**src/rtl/axil_cfg_regfile.sv**
```systemverilog
// AXI4-Lite configuration register file.
// Holds NUM_REGS read/write config words, followed by a read-only ID word and a
// live status word. Register 0 bit 0 is a self-clearing start strobe.
module axil_cfg_regfile #(
   parameter int          NUM_REGS = 4,
   parameter int          DATA_W   = 32,
   parameter logic [31:0] ID_VALUE = 32'hCAFEBABE
) (
   input  logic                       clk,
   input  logic                       rst,
   input  logic [31:0]                s_axi_aw_addr,
   input  logic                       s_axi_aw_valid,
   output logic                       s_axi_aw_ready,
   input  logic [DATA_W-1:0]          s_axi_w_data,
   input  logic [DATA_W/8-1:0]        s_axi_w_strb,
   input  logic                       s_axi_w_valid,
   output logic                       s_axi_w_ready,
   output logic [1:0]                 s_axi_b_resp,
   output logic                       s_axi_b_valid,
   input  logic                       s_axi_b_ready,
   input  logic [31:0]                s_axi_ar_addr,
   input  logic                       s_axi_ar_valid,
   output logic                       s_axi_ar_ready,
   output logic [DATA_W-1:0]          s_axi_r_data,
   output logic [1:0]                 s_axi_r_resp,
   output logic                       s_axi_r_valid,
   input  logic                       s_axi_r_ready,
   output logic [NUM_REGS*DATA_W-1:0] cfg_regs,
   output logic                       cfg_start,
   input  logic [DATA_W-1:0]          status_in
);

   localparam int         STRB_W   = DATA_W / 8;
   localparam int         ADDR_LSB = (DATA_W == 64) ? 3 : 2;
   localparam logic [3:0] ID_IDX   = 4'(NUM_REGS);
   localparam logic [3:0] STAT_IDX = 4'(NUM_REGS + 1);
   localparam logic [1:0] RESP_OK  = 2'b00;
   localparam logic [1:0] RESP_ERR = 2'b10;

   // Write-side holders and response state
   logic                 r_aw_full;
   logic [3:0]           r_aw_idx;
   logic                 r_w_full;
   logic [DATA_W-1:0]    r_w_data;
   logic [STRB_W-1:0]    r_w_strb;
   logic                 r_b_valid;
   logic [1:0]           r_b_resp;
   logic                 r_cfg_start;

   // Read-side state
   logic                 r_r_valid;
   logic [DATA_W-1:0]    r_r_data;
   logic [1:0]           r_r_resp;

   logic                 w_aw_hs;
   logic                 w_w_hs;
   logic                 w_ar_hs;
   logic                 w_commit;
   logic                 w_use_held;
   logic [3:0]           w_cm_idx;
   logic [DATA_W-1:0]    w_cm_data;
   logic [STRB_W-1:0]    w_cm_strb;
   logic                 w_cm_rw;
   logic                 w_start_hit;
   logic [3:0]           w_ar_idx;
   logic [DATA_W-1:0]    w_rd_data;
   logic [1:0]           w_rd_resp;
   logic [NUM_REGS*DATA_W-1:0] w_cfg_flat;
   logic                 w_unused;

   // Holders refuse new beats while a write response is outstanding.
   assign s_axi_aw_ready = !rst && !r_aw_full && !r_b_valid;
   assign s_axi_w_ready  = !rst && !r_w_full && !r_b_valid;
   assign s_axi_ar_ready = !r_r_valid;

   assign w_aw_hs = s_axi_aw_valid && s_axi_aw_ready;
   assign w_w_hs  = s_axi_w_valid && s_axi_w_ready;
   assign w_ar_hs = s_axi_ar_valid && s_axi_ar_ready;

   // Commit either from both holders, or straight from both channels when they
   // handshake together; a half-held pair commits the cycle after it completes.
   assign w_use_held  = r_aw_full && r_w_full;
   assign w_commit    = w_use_held || (w_aw_hs && w_w_hs);
   assign w_cm_idx    = w_use_held ? r_aw_idx : s_axi_aw_addr[ADDR_LSB +: 4];
   assign w_cm_data   = w_use_held ? r_w_data : s_axi_w_data;
   assign w_cm_strb   = w_use_held ? r_w_strb : s_axi_w_strb;
   assign w_cm_rw     = (w_cm_idx < ID_IDX);
   assign w_start_hit = w_commit && (w_cm_idx == 4'd0) && w_cm_strb[0] && w_cm_data[0];

   assign w_ar_idx = s_axi_ar_addr[ADDR_LSB +: 4];

   // Address bits above and below the register index are intentionally ignored.
   assign w_unused = &{1'b0, s_axi_aw_addr[31:ADDR_LSB+4], s_axi_aw_addr[ADDR_LSB-1:0],
                       s_axi_ar_addr[31:ADDR_LSB+4], s_axi_ar_addr[ADDR_LSB-1:0]};

   // Config registers: byte-enabled update on commit; reg 0 bit 0 never stores.
   for (genvar gi = 0; gi < NUM_REGS; gi++) begin : g_cfg
      logic [DATA_W-1:0] r_val;
      logic [DATA_W-1:0] w_merged;

      // Merge strobed bytes of the committing beat over the current value
      always_comb begin
         w_merged = r_val;
         for (int k = 0; k < STRB_W; k++) begin
            if (w_cm_strb[k]) begin
               w_merged[k*8 +: 8] = w_cm_data[k*8 +: 8];
            end
         end
         if (gi == 0) begin
            w_merged[0] = 1'b0;
         end
      end

      // Register update on a commit addressed to this index
      always_ff @(posedge clk) begin
         if (rst) begin
            r_val <= '0;
         end else if (w_commit && (w_cm_idx == 4'(gi))) begin
            r_val <= w_merged;
         end
      end

      assign w_cfg_flat[gi*DATA_W +: DATA_W] = r_val;
   end

   assign cfg_regs  = w_cfg_flat;
   assign cfg_start = r_cfg_start;

   // AW/W holders: fill independently, both drain on commit
   always_ff @(posedge clk) begin
      if (rst) begin
         r_aw_full <= 1'b0;
         r_aw_idx  <= '0;
         r_w_full  <= 1'b0;
         r_w_data  <= '0;
         r_w_strb  <= '0;
      end else if (w_commit) begin
         r_aw_full <= 1'b0;
         r_w_full  <= 1'b0;
      end else begin
         if (w_aw_hs) begin
            r_aw_full <= 1'b1;
            r_aw_idx  <= s_axi_aw_addr[ADDR_LSB +: 4];
         end
         if (w_w_hs) begin
            r_w_full <= 1'b1;
            r_w_data <= s_axi_w_data;
            r_w_strb <= s_axi_w_strb;
         end
      end
   end

   // Write response and start pulse, raised the edge after commit
   always_ff @(posedge clk) begin
      if (rst) begin
         r_b_valid   <= 1'b0;
         r_b_resp    <= RESP_OK;
         r_cfg_start <= 1'b0;
      end else begin
         r_cfg_start <= w_start_hit;
         if (w_commit) begin
            r_b_valid <= 1'b1;
            r_b_resp  <= w_cm_rw ? RESP_OK : RESP_ERR;
         end else if (r_b_valid && s_axi_b_ready) begin
            r_b_valid <= 1'b0;
         end
      end
   end

   assign s_axi_b_valid = r_b_valid;
   assign s_axi_b_resp  = r_b_resp;

   // Read decode from pre-commit register values and live status
   always_comb begin
      w_rd_data = '0;
      w_rd_resp = RESP_ERR;
      if (w_ar_idx < ID_IDX) begin
         w_rd_data = w_cfg_flat[int'(w_ar_idx)*DATA_W +: DATA_W];
         w_rd_resp = RESP_OK;
      end else if (w_ar_idx == ID_IDX) begin
         w_rd_data = DATA_W'(ID_VALUE);
         w_rd_resp = RESP_OK;
      end else if (w_ar_idx == STAT_IDX) begin
         w_rd_data = status_in;
         w_rd_resp = RESP_OK;
      end
   end

   // Read data channel: capture on AR accept, hold until R handshake
   always_ff @(posedge clk) begin
      if (rst) begin
         r_r_valid <= 1'b0;
         r_r_data  <= '0;
         r_r_resp  <= RESP_OK;
      end else if (w_ar_hs) begin
         r_r_valid <= 1'b1;
         r_r_data  <= w_rd_data;
         r_r_resp  <= w_rd_resp;
      end else if (r_r_valid && s_axi_r_ready) begin
         r_r_valid <= 1'b0;
      end
   end

   assign s_axi_r_valid = r_r_valid;
   assign s_axi_r_data  = r_r_data;
   assign s_axi_r_resp  = r_r_resp;

endmodule

```
**config.mk**
```make
export PLATFORM = sky130hd
export DESIGN_NAME = axil_cfg_regfile
export DESIGN_NICKNAME = d
export VERILOG_FILES = /design/src/rtl/axil_cfg_regfile.sv
export SDC_FILE = /design/constraint.sdc
export NUM_CORES = 1
export LEC_CHECK = 0
export ABC_AREA = 0
export CORE_MARGIN = 2
export CORE_UTILIZATION = 50
export DETAILED_ROUTE_END_ITERATION = 12
export PLACE_DENSITY = 0.86
export SYNTH_ARGS = -nofsm -noshare
export SYNTH_HDL_FRONTEND = slang
export SYNTH_SLANG_ARGS = --single-unit
```
**constraint.sdc**
```tcl
create_clock -name clk -period 3.3 [get_ports clk]
set_input_delay 0.495 -clock clk [delete_from_list [all_inputs] [get_ports clk]]
set_output_delay 0.495 -clock clk [all_outputs]
set_load 0.01 [all_outputs]
```
==> out/summary.txt <==
======================================================================================
Switching power share of the total                                              24.77%
Start-to-end type of the worst setup path                                 flip-flop to flip-flop
Post-synthesis instance total                                                      941
Count of non-filler cells in the finished layout                                 1,427
Count of cells along the worst register-to-register path                             6
Post-synthesis instance area                                                9478 sq um
Number of inserted filler cells in the final layout                              1,413
Area Overhead vs Synth                                                          36.03%
Worst hold start                                                                   rst
Primary flip-flop cell chosen by synthesis mapping                        sky130_fd_sc_hd__dfxtp_1
Clk root buf                                                              sky130_fd_sc_hd__clkbuf_16
Switching Power                                                                1374 uW
Distinct cell type count of the synthesized netlist                                 35
Number of failing setup endpoints in the final timing report                         0
Actual slew at the worst max-slew pin                                          1157 ps
Number of clock buffers inserted by TritonCTS                                       22
Crit-path slowest cell                                                    sky130_fd_sc_hd__mux2i_1
Count of vias placed by the detailed router                                      8,137
Top cells by area in the synthesized netlist                              sky130_fd_sc_hd__dfxtp_1 (44%), sky130_fd_sc_hd__mux2i_1 (14%), sky130_fd_sc_hd__nand2b_1 (8.6%)
Clock transition at path regs                                                    60 ps
Power Dens Cells                                                          430.2 nW/um^2
Destination of the worst hold path                                        r_w_data[27]
Most used standard cells in the synthesized netlist                       sky130_fd_sc_hd__dfxtp_1 (206), sky130_fd_sc_hd__mux2i_1 (137), sky130_fd_sc_hd__nand2_1 (137)
Chip Height                                                                   141.7 um
Overall track demand over capacity in global routing                            27.72%
Startpoint type of the worst setup path                                      flip-flop
Ratio of final minimum period to clock period                                   76.75%
Count of cells along the worst hold path                                             2
DIE WIDTH                                                                     141.7 um
Vias in the first global route                                                   7,901
Weighted congestion reported at the end of routability-driven placement         0.8491
Drt first-iter violations                                                          395
Worst min-delay path class                                                primary input to flip-flop
Number of antenna violations at the first check in global routing                    1
Async set-or-reset flop fraction in the synthesized netlist                         0%
Period minus WS final                                                          2533 ps
Total wire length                                                             28.56 mm
Worst slew margin relative to its limit                                         22.72%
Sequential share of power                                                        46.7%
Max Slew Vio Count                                                                   0
CTS H-tree depth                                                                     1
First-pass GRT wire length                                                    43.95 mm
Critical-path cell list                                                   nand2_1, buf_4, mux2i_1, nor4_4, buf_4, mux2i_1
Post-synthesis area per instance                                           10.07 sq um
Top cell type by total area after synthesis                               sky130_fd_sc_hd__dfxtp_1
Worst skew pair latency                                                         510 ps
Total count of hold-check failures in the final report                               0
Buffers & Inverters on Critical Path                                                 2
Maximum number of pins on one net before global-route repair                       103
Port buffer count                                                                  249
Die ar.                                                                   20,070 sq um
Fraction of the yosys area taken by sequential cells                            43.51%
Worst IR drop on VDD                                                         0.3214 mV
Buffer levels on the longest clock path                                              3
# Max-Cap Violations                                                                 0
Top cell type's share of synthesized area                                       43.51%
Cell family contributing the most delay on the critical path              multiplexers
Setup_tns                                                                         0 ps
Post-detailed-route wirelength per cell                                       20.01 um
Global-route congestion overflow total                                               0
Via/cell ratio                                                                   5.702
Detailed-routing iteration count for the pre-antenna-repair pass                     5
Reg2Reg Setup Slack                                                             770 ps
Clock tree from TritonCTS                                                         done
Clock Power Share                                                                41.1%
Gate power share                                                                 12.2%
Starting utilization of the core area                                           50.84%
Biggest cell delay along the critical path                                      710 ps
Post-CTS setup buffer count                                                          0
Worst EP arrival                                                               2900 ps
Count of synthesis-stage warnings from yosys                                         0
Hold_buf cts                                                                         0
Layout Nets                                                                      1,320
Boundary pin count                                                                 309
Terminus of the critical flop-to-flop path                                g_cfg[1].r_val[1]
Startpoint of the worst register-to-register path                             r_w_full
RSZ-0062 raised after global routing                                             false
Overall power after layout                                                     5546 uW
Post-CTS resize count                                                                0
Half-perimeter wire length after placement                                    19.76 mm
Maximum clock rate                                                           394.8 MHz
Number of instances in the placed design                                         1,391
Total core area                                                           18,640 sq um
Leakage                                                                    0.004496 uW
Run status                                                                complete, no violations
Count of flip-flops with a built-in enable after synthesis                           0
Remaining design rule violation count                                                0
Antenna-violating nets left                                                          0
CP endpoint kind                                                             flip-flop
Number of storage elements in the synthesis netlist                                206
Row count                                                                           50
Internal Power                                                                 4172 uW
Utilization after layout                                                        69.15%
Dominant cell by count in the synthesized netlist                         sky130_fd_sc_hd__dfxtp_1
Final setup skew                                                              24.85 ps
Required time reported for the critical path endpoint                          3670 ps
Share of final-layout standard cells stronger than drive strength 1             10.23%
Num Clock Sinks                                                                    206
Largest driver fanout on the critical path                                          11
======================================================================================
[routing by layer]
layer	track usage [%]	up-vias	share of wire (%)
li1	-	3769	-
met1	35.77	3929	42
met2	46.22	383	47
met3	5.940	56	8.2
met4	9.684	0	3.0
met5	0	-	0
[power groups by stage]
| stage | Combinational (uW) | Clock (uW) | Sequential (uW) |
|---|---|---|---|
| after global routing | 727 | 2400 | 2600 |
| final | 679 | 2280 | 2590 |
| after CTS | 676 | 2310 | 2590 |
| after detailed placement | 671 | 0 | 2640 |
| after global placement | 661 | 0 | 2640 |
| after floorplan | 379 | 0 | 2650 |
[cell type report]
cell class                      instances  area (sq um)  share of cell area, %
Antenna cell                            1         2.502                0.01941
Clock buffer                           32         629.4                  4.882
Clock inverter                          3         17.52                 0.1359
Inverter                                4         15.01                 0.1165
Multi-Input combinational cell        663          5052                  39.19
Sequential cell                       206          4124                  31.99
Tap cell                              234         292.8                  2.271
Timing Repair Buffer                  284          2759                  21.40
[stage by stage]
step / worst slack [ps] / cell area, sq um / hold WS [ps]
after floorplan: 1138 / 9485 / 435.7
after global placement: 773.6 / 12240 / 441.0
after detailed placement: 718.6 / 12240 / 446.5
after CTS: 798.6 / 12890 / 341.3
after global routing: 596.5 / 12890 / 360.9
final: 767.1 / 12890 / 356.5
[cells by family (layout without fill, tap and decap cells)]
kind of cell / count (synthesis) / after routing / synth area share (%)
muxes: 168 / 168 / 21.84
AOI/OAI and AO/OA: 115 / 115 / 8.515
DFF: 206 / 206 / 43.51
buffers and inverters: 74 / 323 / 3.630
and+or+nand+nor: 377 / 377 / 22.47
other: 1 / 4 / 0.03957
[how the worst max path moves through the flow]
stage,endpoint,start,slack [ps],cells past startpoint
2_1_floorplan,s_axi_aw_ready,rst,1140,5
3_3_place_gp,g_cfg[1].r_val[3],s_axi_aw_addr[4],770,6
3_5_place_dp,g_cfg[2].r_val[2],s_axi_aw_addr[5],720,6
4_1_cts,g_cfg[1].r_val[1],r_w_full,800,6
5_1_grt,g_cfg[1].r_val[1],r_w_full,600,6
6_report,g_cfg[1].r_val[1],r_w_full,770,6
[layout by cell type, fill, tap and decap left out, drive strengths merged, types with 33 or more instances in the layout]
| master | instances |
|---|---|
| mux2i | 137 |
| a21oi | 43 |
| dfxtp | 206 |
| nor2 | 42 |
| a21o | 33 |
| nand2 | 137 |
| nand2b | 131 |
| nor3 | 35 |
| clkdlybuf4s50 | 246 |
| buf | 38 |
[flip-flops by register name (all words and copies together), names as in the netlist]
signal	count
g_cfg.r_val	127
s_axi_r_valid	1
cfg_start	1
s_axi_b_valid	1
s_axi_b_resp	1
r_w_data	32
s_axi_r_data	32
r_aw_full	1
r_w_strb	4
s_axi_r_resp	1
r_w_full	1
r_aw_idx	4
Power figures use the tool's default switching activity.
